File: config.mk
export PLATFORM = sky130hd
export DESIGN_NAME = if_fetch_stage
export DESIGN_NICKNAME = d
export VERILOG_FILES = /design/src/rtl/mips_pkg.sv /design/src/rtl/adder.sv /design/src/rtl/if_fetch_stage.sv
export SDC_FILE = /design/constraint.sdc
export NUM_CORES = 1
export LEC_CHECK = 0
export ABC_CLOCK_PERIOD_IN_PS = 3700
export CAP_MARGIN = 25
export CELL_PAD_IN_SITES_DETAIL_PLACEMENT = 1
export CELL_PAD_IN_SITES_GLOBAL_PLACEMENT = 1
export CORE_UTILIZATION = 34
export CTS_BUF_LIST = sky130_fd_sc_hd__clkbuf_16
export DETAILED_ROUTE_END_ITERATION = 8
export GPL_TIMING_DRIVEN = 0
export MAX_ROUTING_LAYER = met4
export PLACE_DENSITY = 0.87
export REMOVE_ABC_BUFFERS = 1
export SLEW_MARGIN = 20
export SYNTH_ARGS = -nofsm -noshare
export SYNTH_HDL_FRONTEND = slang
export SYNTH_SLANG_ARGS = --single-unit
File: constraint.sdc
create_clock -name CLK -period 3.7 [get_ports CLK]
set_input_delay 0.74 -clock CLK [delete_from_list [all_inputs] [get_ports CLK]]
set_output_delay 0.74 -clock CLK [all_outputs]
set_load 0.005 [all_outputs]
File: src/rtl/mips_pkg.sv
// Shared MIPS pipeline definitions: next-PC select encodings, bubble instruction, reset vector.
package mips_pkg;

    typedef enum logic [1:0] {
        PCSRC_SEQ = 2'b00,
        PCSRC_BR  = 2'b01,
        PCSRC_J   = 2'b10,
        PCSRC_JR  = 2'b11
    } pc_src_e;

    localparam logic [31:0] NOP_INSTR            = 32'h0000_0000;
    localparam logic [31:0] DEFAULT_RESET_VECTOR = 32'h0000_0000;

endpackage

File: src/rtl/adder.sv
// Generic parameterised adder shared across the datapath.
module ADDER #(
    parameter int WIDTH = 32
) (
    input  logic [WIDTH-1:0] A,
    input  logic [WIDTH-1:0] B,
    output logic [WIDTH-1:0] SUM
);

    assign SUM = A + B;

endmodule

File: src/rtl/if_fetch_stage.sv
// Instruction-fetch stage: program counter, next-PC select and the IF/ID pipeline register.
module if_fetch_stage
    import mips_pkg::*;
#(
    parameter int                    ADDR_WIDTH   = 32,
    parameter int                    INSTR_WIDTH  = 32,
    parameter logic [ADDR_WIDTH-1:0] RESET_VECTOR = ADDR_WIDTH'(DEFAULT_RESET_VECTOR)
) (
    input  logic                   CLK,
    input  logic                   RST,
    input  logic                   STALL,
    input  logic                   FLUSH,
    input  logic [1:0]             PC_SRC,
    input  logic [ADDR_WIDTH-1:0]  BRANCH_TARGET,
    input  logic [25:0]            JUMP_INDEX,
    input  logic [ADDR_WIDTH-1:0]  JR_TARGET,
    output logic [ADDR_WIDTH-1:0]  IMEM_ADDR,
    input  logic [INSTR_WIDTH-1:0] IMEM_RDATA,
    output logic [INSTR_WIDTH-1:0] IF_ID_INSTR,
    output logic [ADDR_WIDTH-1:0]  IF_ID_PC_PLUS4,
    output logic                   IF_ID_VALID,
    output logic                   ALIGN_ERR
);

    localparam logic [ADDR_WIDTH-1:0]  PC_STEP = ADDR_WIDTH'(4);
    localparam logic [INSTR_WIDTH-1:0] BUBBLE  = INSTR_WIDTH'(NOP_INSTR);

    logic [ADDR_WIDTH-1:0]  pc_q, pc_d;
    logic [ADDR_WIDTH-1:0]  pc_plus4;
    logic [ADDR_WIDTH-1:0]  jump_target;
    logic                   align_err_q, align_err_d;
    logic [INSTR_WIDTH-1:0] if_id_instr_q, if_id_instr_d;
    logic [ADDR_WIDTH-1:0]  if_id_pc4_q, if_id_pc4_d;
    logic                   if_id_valid_q, if_id_valid_d;

    ADDER #(.WIDTH(ADDR_WIDTH)) u_pc_adder (
        .A   (pc_q),
        .B   (PC_STEP),
        .SUM (pc_plus4)
    );

    // Region bits come from the jump's own PC+4, which sits in IF/ID while it decodes.
    assign jump_target = {if_id_pc4_q[ADDR_WIDTH-1:28], JUMP_INDEX, 2'b00};

    always_comb begin
        pc_d        = pc_q;
        align_err_d = align_err_q;
        case (PC_SRC)
            PCSRC_BR: begin
                pc_d = {BRANCH_TARGET[ADDR_WIDTH-1:2], 2'b00};
                if (|BRANCH_TARGET[1:0]) align_err_d = 1'b1;
            end
            PCSRC_J:  pc_d = jump_target;
            PCSRC_JR: begin
                pc_d = {JR_TARGET[ADDR_WIDTH-1:2], 2'b00};
                if (|JR_TARGET[1:0]) align_err_d = 1'b1;
            end
            default:  if (!STALL) pc_d = pc_plus4;
        endcase
    end

    always_comb begin
        if_id_instr_d = if_id_instr_q;
        if_id_pc4_d   = if_id_pc4_q;
        if_id_valid_d = if_id_valid_q;
        if (FLUSH) begin
            if_id_instr_d = BUBBLE;
            if_id_pc4_d   = '0;
            if_id_valid_d = 1'b0;
        end else if (!STALL) begin
            if_id_instr_d = IMEM_RDATA;
            if_id_pc4_d   = pc_plus4;
            if_id_valid_d = 1'b1;
        end
    end

    always_ff @(posedge CLK or negedge RST) begin
        if (!RST) begin
            pc_q          <= RESET_VECTOR;
            align_err_q   <= 1'b0;
            if_id_instr_q <= BUBBLE;
            if_id_pc4_q   <= '0;
            if_id_valid_q <= 1'b0;
        end else begin
            pc_q          <= pc_d;
            align_err_q   <= align_err_d;
            if_id_instr_q <= if_id_instr_d;
            if_id_pc4_q   <= if_id_pc4_d;
            if_id_valid_q <= if_id_valid_d;
        end
    end

    assign IMEM_ADDR      = pc_q;
    assign IF_ID_INSTR    = if_id_instr_q;
    assign IF_ID_PC_PLUS4 = if_id_pc4_q;
    assign IF_ID_VALID    = if_id_valid_q;
    assign ALIGN_ERR      = align_err_q;

endmodule

* Yosys cells after proc, flatten, opt, wreduce, memory -nomap -nowiden *
Index checks and enable logic that the tools add are counted.

cells by class
  $add $sub $neg = 1
  divide/modulo/power cells = 0
  mux-type cells = 10
  $lt $le $gt $ge = 0
  equal/unequal tests = 7
  multipliers = 0
  bitwise logic cells = 0
  reduce and logical (&&, ||, !) cells = 4
  shift operators = 0

operators by type and width
  kind                     count
  $mux W32                 4
  $pmux W32 S3             1
  $add A32 B3 Y32 const B  1
  $eq A2 B2 Y1 const B     2
  $mux W1                  4
  $ne A2 B2 Y1 const B     2
  $ne A4 B1 Y1 const B     1
  $reduce_or A2 Y1         2
  $reduce_and A3 Y1        1
  $eq A2 B1 Y1 const B     1
  $ne A2 B1 Y1 const B     1
  $pmux W1 S2              1
  $reduce_bool A2 Y1       1

word-level totals
  RAM bits = 0
  ROM bits = 0
  memories = 0
  bits in latches = 0
  output and inout port bits = 98
  bits of input ports = 128
  flip-flop bits (word level) = 98
  logic and storage cells = 27

* Depth between registers and ports, before layout *
  word-level depth = 3
  mapped depth = 7
  gate-level depth less buffers = 6

* Modules after synthesis *
A second synthesis with hierarchy kept.

unflattened totals
  cell total of the unflattened synthesis = 546
  area, all modules = 6249.7 um^2

by module, submodules not included
  module          cells an instance  sequential area each (um^2)  instances  area an instance (um^2)
  if_fetch_stage  325                2452.4                       1          4648.2
  ADDER           221                0.0                          1          1601.5

* Worst setup path before layout *
Ideal clock, no wire load.

  path kind = reg2reg
  start = register pc_q[2], in the netlist IMEM_ADDR[2]
  end = register pc_q[16], in the netlist IMEM_ADDR[16]
  slack = 1385 ps
  arrival = 2176 ps
  library setup time = 139 ps
  clock period less this slack = 2315 ps
  buffers on the path = 1
  cell stages (with the launch flop) = 8
  required time = 3561 ps
  cells stage by stage = dfrtp_1 > ha_1 > nand3_2 > or4_1 > clkbuf_2 > nor3_1 > xor2_1 > mux4_2

between the ends
  longest elaborated chain between the ends = 3

RTL lines
  what                    line                  RTL
  start, declared         if_fetch_stage.sv:28  logic [ADDR_WIDTH-1:0] pc_q, pc_d;
  start signal, assigned  if_fetch_stage.sv:85  pc_q <= pc_d;
  $add A32 B3 Y32         adder.sv:10           assign SUM = A + B;
  $mux W32                if_fetch_stage.sv:58  default: if (!STALL) pc_d = pc_plus4;
  $pmux W32 S3            if_fetch_stage.sv:48  case (PC_SRC)

Every way passes these cells. The select of a mux whose other input is x is not followed.
A chain may end at the register's enable or synchronous reset.

* Worst setup path after layout *
  start = register pc_q[4], in the netlist IMEM_ADDR[4]
  end = register pc_q[23], in the netlist IMEM_ADDR[23]

The elaborated chain is that of the path after synthesis.

==> results.py <==
metrics = {
    "status": {
        "status": "complete, but fails checks",
        "violations": "design-rule violations",
    },
    "sta": {
        "finalClockSkew_ns": 0.00707,
        "rsz0062_at_grt": "false",
        "slew_viol_final": 0,
        "worst_pin_slew_ns": 0.735,
        "clock.fmax_ghz": 0.369,
        "setup_ws_ns": 0.988,
        "tns_ns": 0,
        "hold_violations": 0,
        "slew_headroom_pct": 50.5,
        "fin_crit_sh_pct": 73.3,
        "fin_crit_ns": 2.71,
        "finalSetupViolations": 0,
    },
    "drt": {
        "wirelength_mm": 16.6,
        "dr_total_vias": 4580,
        "first_pass_iters": 6,
        "wl_per_cell_um": 19.0,
        "drc": 15,
        "ant_nets": 0,
        "drt_iter0_drc": 274,
        "via_per_inst": 5.23,
    },
    "global_route": {
        "grt_pass1_vias": 5075,
        "grt-ovfl-total": 0,
        "antenna_found_initial": 0,
        "grt_use_total_pct": 22.5,
        "grt_max_degree": 65,
        "grt_pass1_wl_mm": 26.8,
    },
    "synth": {
        "synth_edf_count": 0,
        "syn_area_sq_um": 5190,
        "synth.distinct_cells": 52,
        "synth_compound_area_share_pct": 6.63,
        "seq_area_frac_synth_pct": 45.8,
        "synthXorXnorAreaFrac_pct": 7.93,
        "synth-simple-area-share_pct": 17.4,
        "ys_warn_count": 0,
        "synthMuxAreaShare_pct": 18.1,
        "synth_cells": 485,
        "synth_ff_type": "dfrtp_1",
        "synth.avg_cell_area_sq_um": 10.7,
        "synth_top_family_by_area": "multiplexers",
        "synthArstFlopShare_pct": 100,
        "synth_seq_cells": 95,
        "synthAdderAreaFrac_pct": 0.241,
    },
    "cells_and_area": {
        "n_antenna_cell": 0,
        "final_cell_mix": "clkdlybuf4s50_1, dfrtp_1, nor2_1",
        "fillers": 1567,
        "final_cells": 875,
        "nets": 815,
        "final_common_cell": "clkdlybuf4s50_1",
        "drive_above_1_share_pct": 9.41,
        "area_growth_pct": 51.9,
    },
    "worst_setup_path": {
        "cp-start-kind": "flip-flop",
        "cp.arrival_ns": 2.93,
        "required_ns": 3.92,
        "crit_fanout": 7,
        "cp-end-kind": "flip-flop",
        "critPathKind": "flip-flop to flip-flop",
    },
    "pwr": {
        "ir_drop_uv": 209,
        "p_leak_uw": 0.00321,
        "cellPowerDensity_nw_per_um2": 366,
    },
    "min_path": {
        "min_path_type": "input pin to asynchronous set/reset pin",
    },
    "cts": {
        "numCtsBuffers": 9,
        "cts_root_buffer": "clkbuf_16",
        "clock_sinks": 95,
        "cts_hold_buf": 0,
        "path_clk_slew_ns": 0.07,
        "cts_setup_buffers": 0,
        "cts-htree-levels": 3,
        "ctsResizeCount": 0,
        "cts_tree": "built",
        "clockBufferDepth": 2,
        "clock_latency_ns": 0.35,
    },
    "flow_run": {
        "cap_violations": 0,
    },
    "die": {
        "rows": 44,
        "die_x_um": 126,
        "num_io_pins": 226,
        "core_sq_um": 14700,
        "die-area_sq_um": 15800,
        "die_h_um": 126,
        "start_util_pct": 35.3,
    },
    "place": {
        "port_buffers": 223,
        "place_congestion": 0.785,
        "place_inst": 859,
        "place_hpwl_mm": 12.5,
        "place_ws_ns": 0.937,
    },
}
worst max-delay path, stage by stage (launching register included):
cell and delay, ns:
dfrtp_1 0.49, nand4_1 0.39, nor4_1 0.74, nand2_1 0.31, xnor2_1 0.20, mux4_2 0.45
where the power goes:
part | switching (uW) | internal [uW] | leakage (uW)
Combinational | 275 | 436 | 0.00187
Sequential | 117 | 1130 | 0.00120
Clock | 412 | 519 | 0.000142
Total | 804 | 2080 | 0.00321
per-layer routing:
layer,global-route usage (%),wire (um),up-vias
li1,-,-,2107
met1,25.8,6700,2272
met2,39.2,8700,175
met3,4.28,918,26
met4,7.82,301,0
met5,-,0,-
cell type report:
class / count / area, sq um / area share, %
multi-input combinational: 343 / 2610 / 33.1
sequential: 95 / 2380 / 30.1
timing repair buffer: 228 / 2340 / 29.7
tap: 184 / 230 / 2.92
clock buffer: 9 / 225 / 2.86
clock inverter: 7 / 63.8 / 0.809
inverter: 9 / 33.8 / 0.428
Yosys cell counts (2+ instances only):
library cell  count  area (sq um)
dfrtp_1          95          2380
nor2_1           73           274
nand2_1          39           146
mux2i_1          34           340
mux4_2           26           586
xnor2_1          25           219
xor2_1           22           193
clkbuf_1         19          71.3
a21oi_1          17          85.1
a211oi_1         14           105
nand3_1          13          65.1
nand4_1          13          81.3
inv_1             9          33.8
nor3_1            8          40.0
buf_1             7          26.3
buf_2             7          35.0
and2_1            4          25.0
and3_1            4          25.0
nor4_1            4          25.0
a22o_1            3          26.3
a31oi_1           3          18.8
buf_4             3          22.5
clkbuf_2          3          15.0
or2_2             3          18.8
nand2b_1          2          12.5
nand3_2           2          20.0
nor3_2            2          20.0
nor4_4            2          42.5
o211ai_1          2          15.0
o21ai_0           2          10.0
o221ai_1          2          17.5
or3_1             2          12.5
or3_2             2          15.0
worst paths after layout:
kind,depth (start not counted),slack (ns),end,startpoint
setup / recovery,5,0.99,IMEM_ADDR[23],IMEM_ADDR[4]
hold / removal,1,0.31,IMEM_ADDR[10],RST
setup reg to reg,5,0.99,IMEM_ADDR[23],IMEM_ADDR[4]
hold reg to reg,1,0.47,ALIGN_ERR,ALIGN_ERR
max in group asynchronous,2,2.77,IF_ID_INSTR[20],RST
min in group CLK,1,0.47,ALIGN_ERR,ALIGN_ERR
per-stage QoR:
stage                     util (%)  total power [uW]  cell area, sq um  hold slack [ns]
after floorplan                  -              1490              5020            0.444
after global placement        50.9              1940              7490            0.444
after detailed placement      51.7              1970              7600            0.449
after CTS                     53.6              2910              7890            0.325
after global routing          53.6              3010              7890            0.346
final                         53.6              2880              7890            0.313
state kept, by name, summed over array words and instances (netlist names):
register / cells
IMEM_ADDR: 30
IF_ID_VALID: 1
ALIGN_ERR: 1
IF_ID_PC_PLUS4: 31
IF_ID_INSTR: 32
kinds of logic (layout without fill, tap and decap cells):
kind of cell | count (synthesis) | in the layout
AO/OA/AOI/OAI | 51 | 51
adder cells (fa/ha/maj) | 1 | 1
AND/OR/NAND/NOR | 181 | 181
buffers and inverters | 48 | 253
other | 1 | 2
multiplexers | 61 | 61
XOR/XNOR | 47 | 47
flip-flops | 95 | 95
Note: power is estimated with default switching activity, not from simulation.
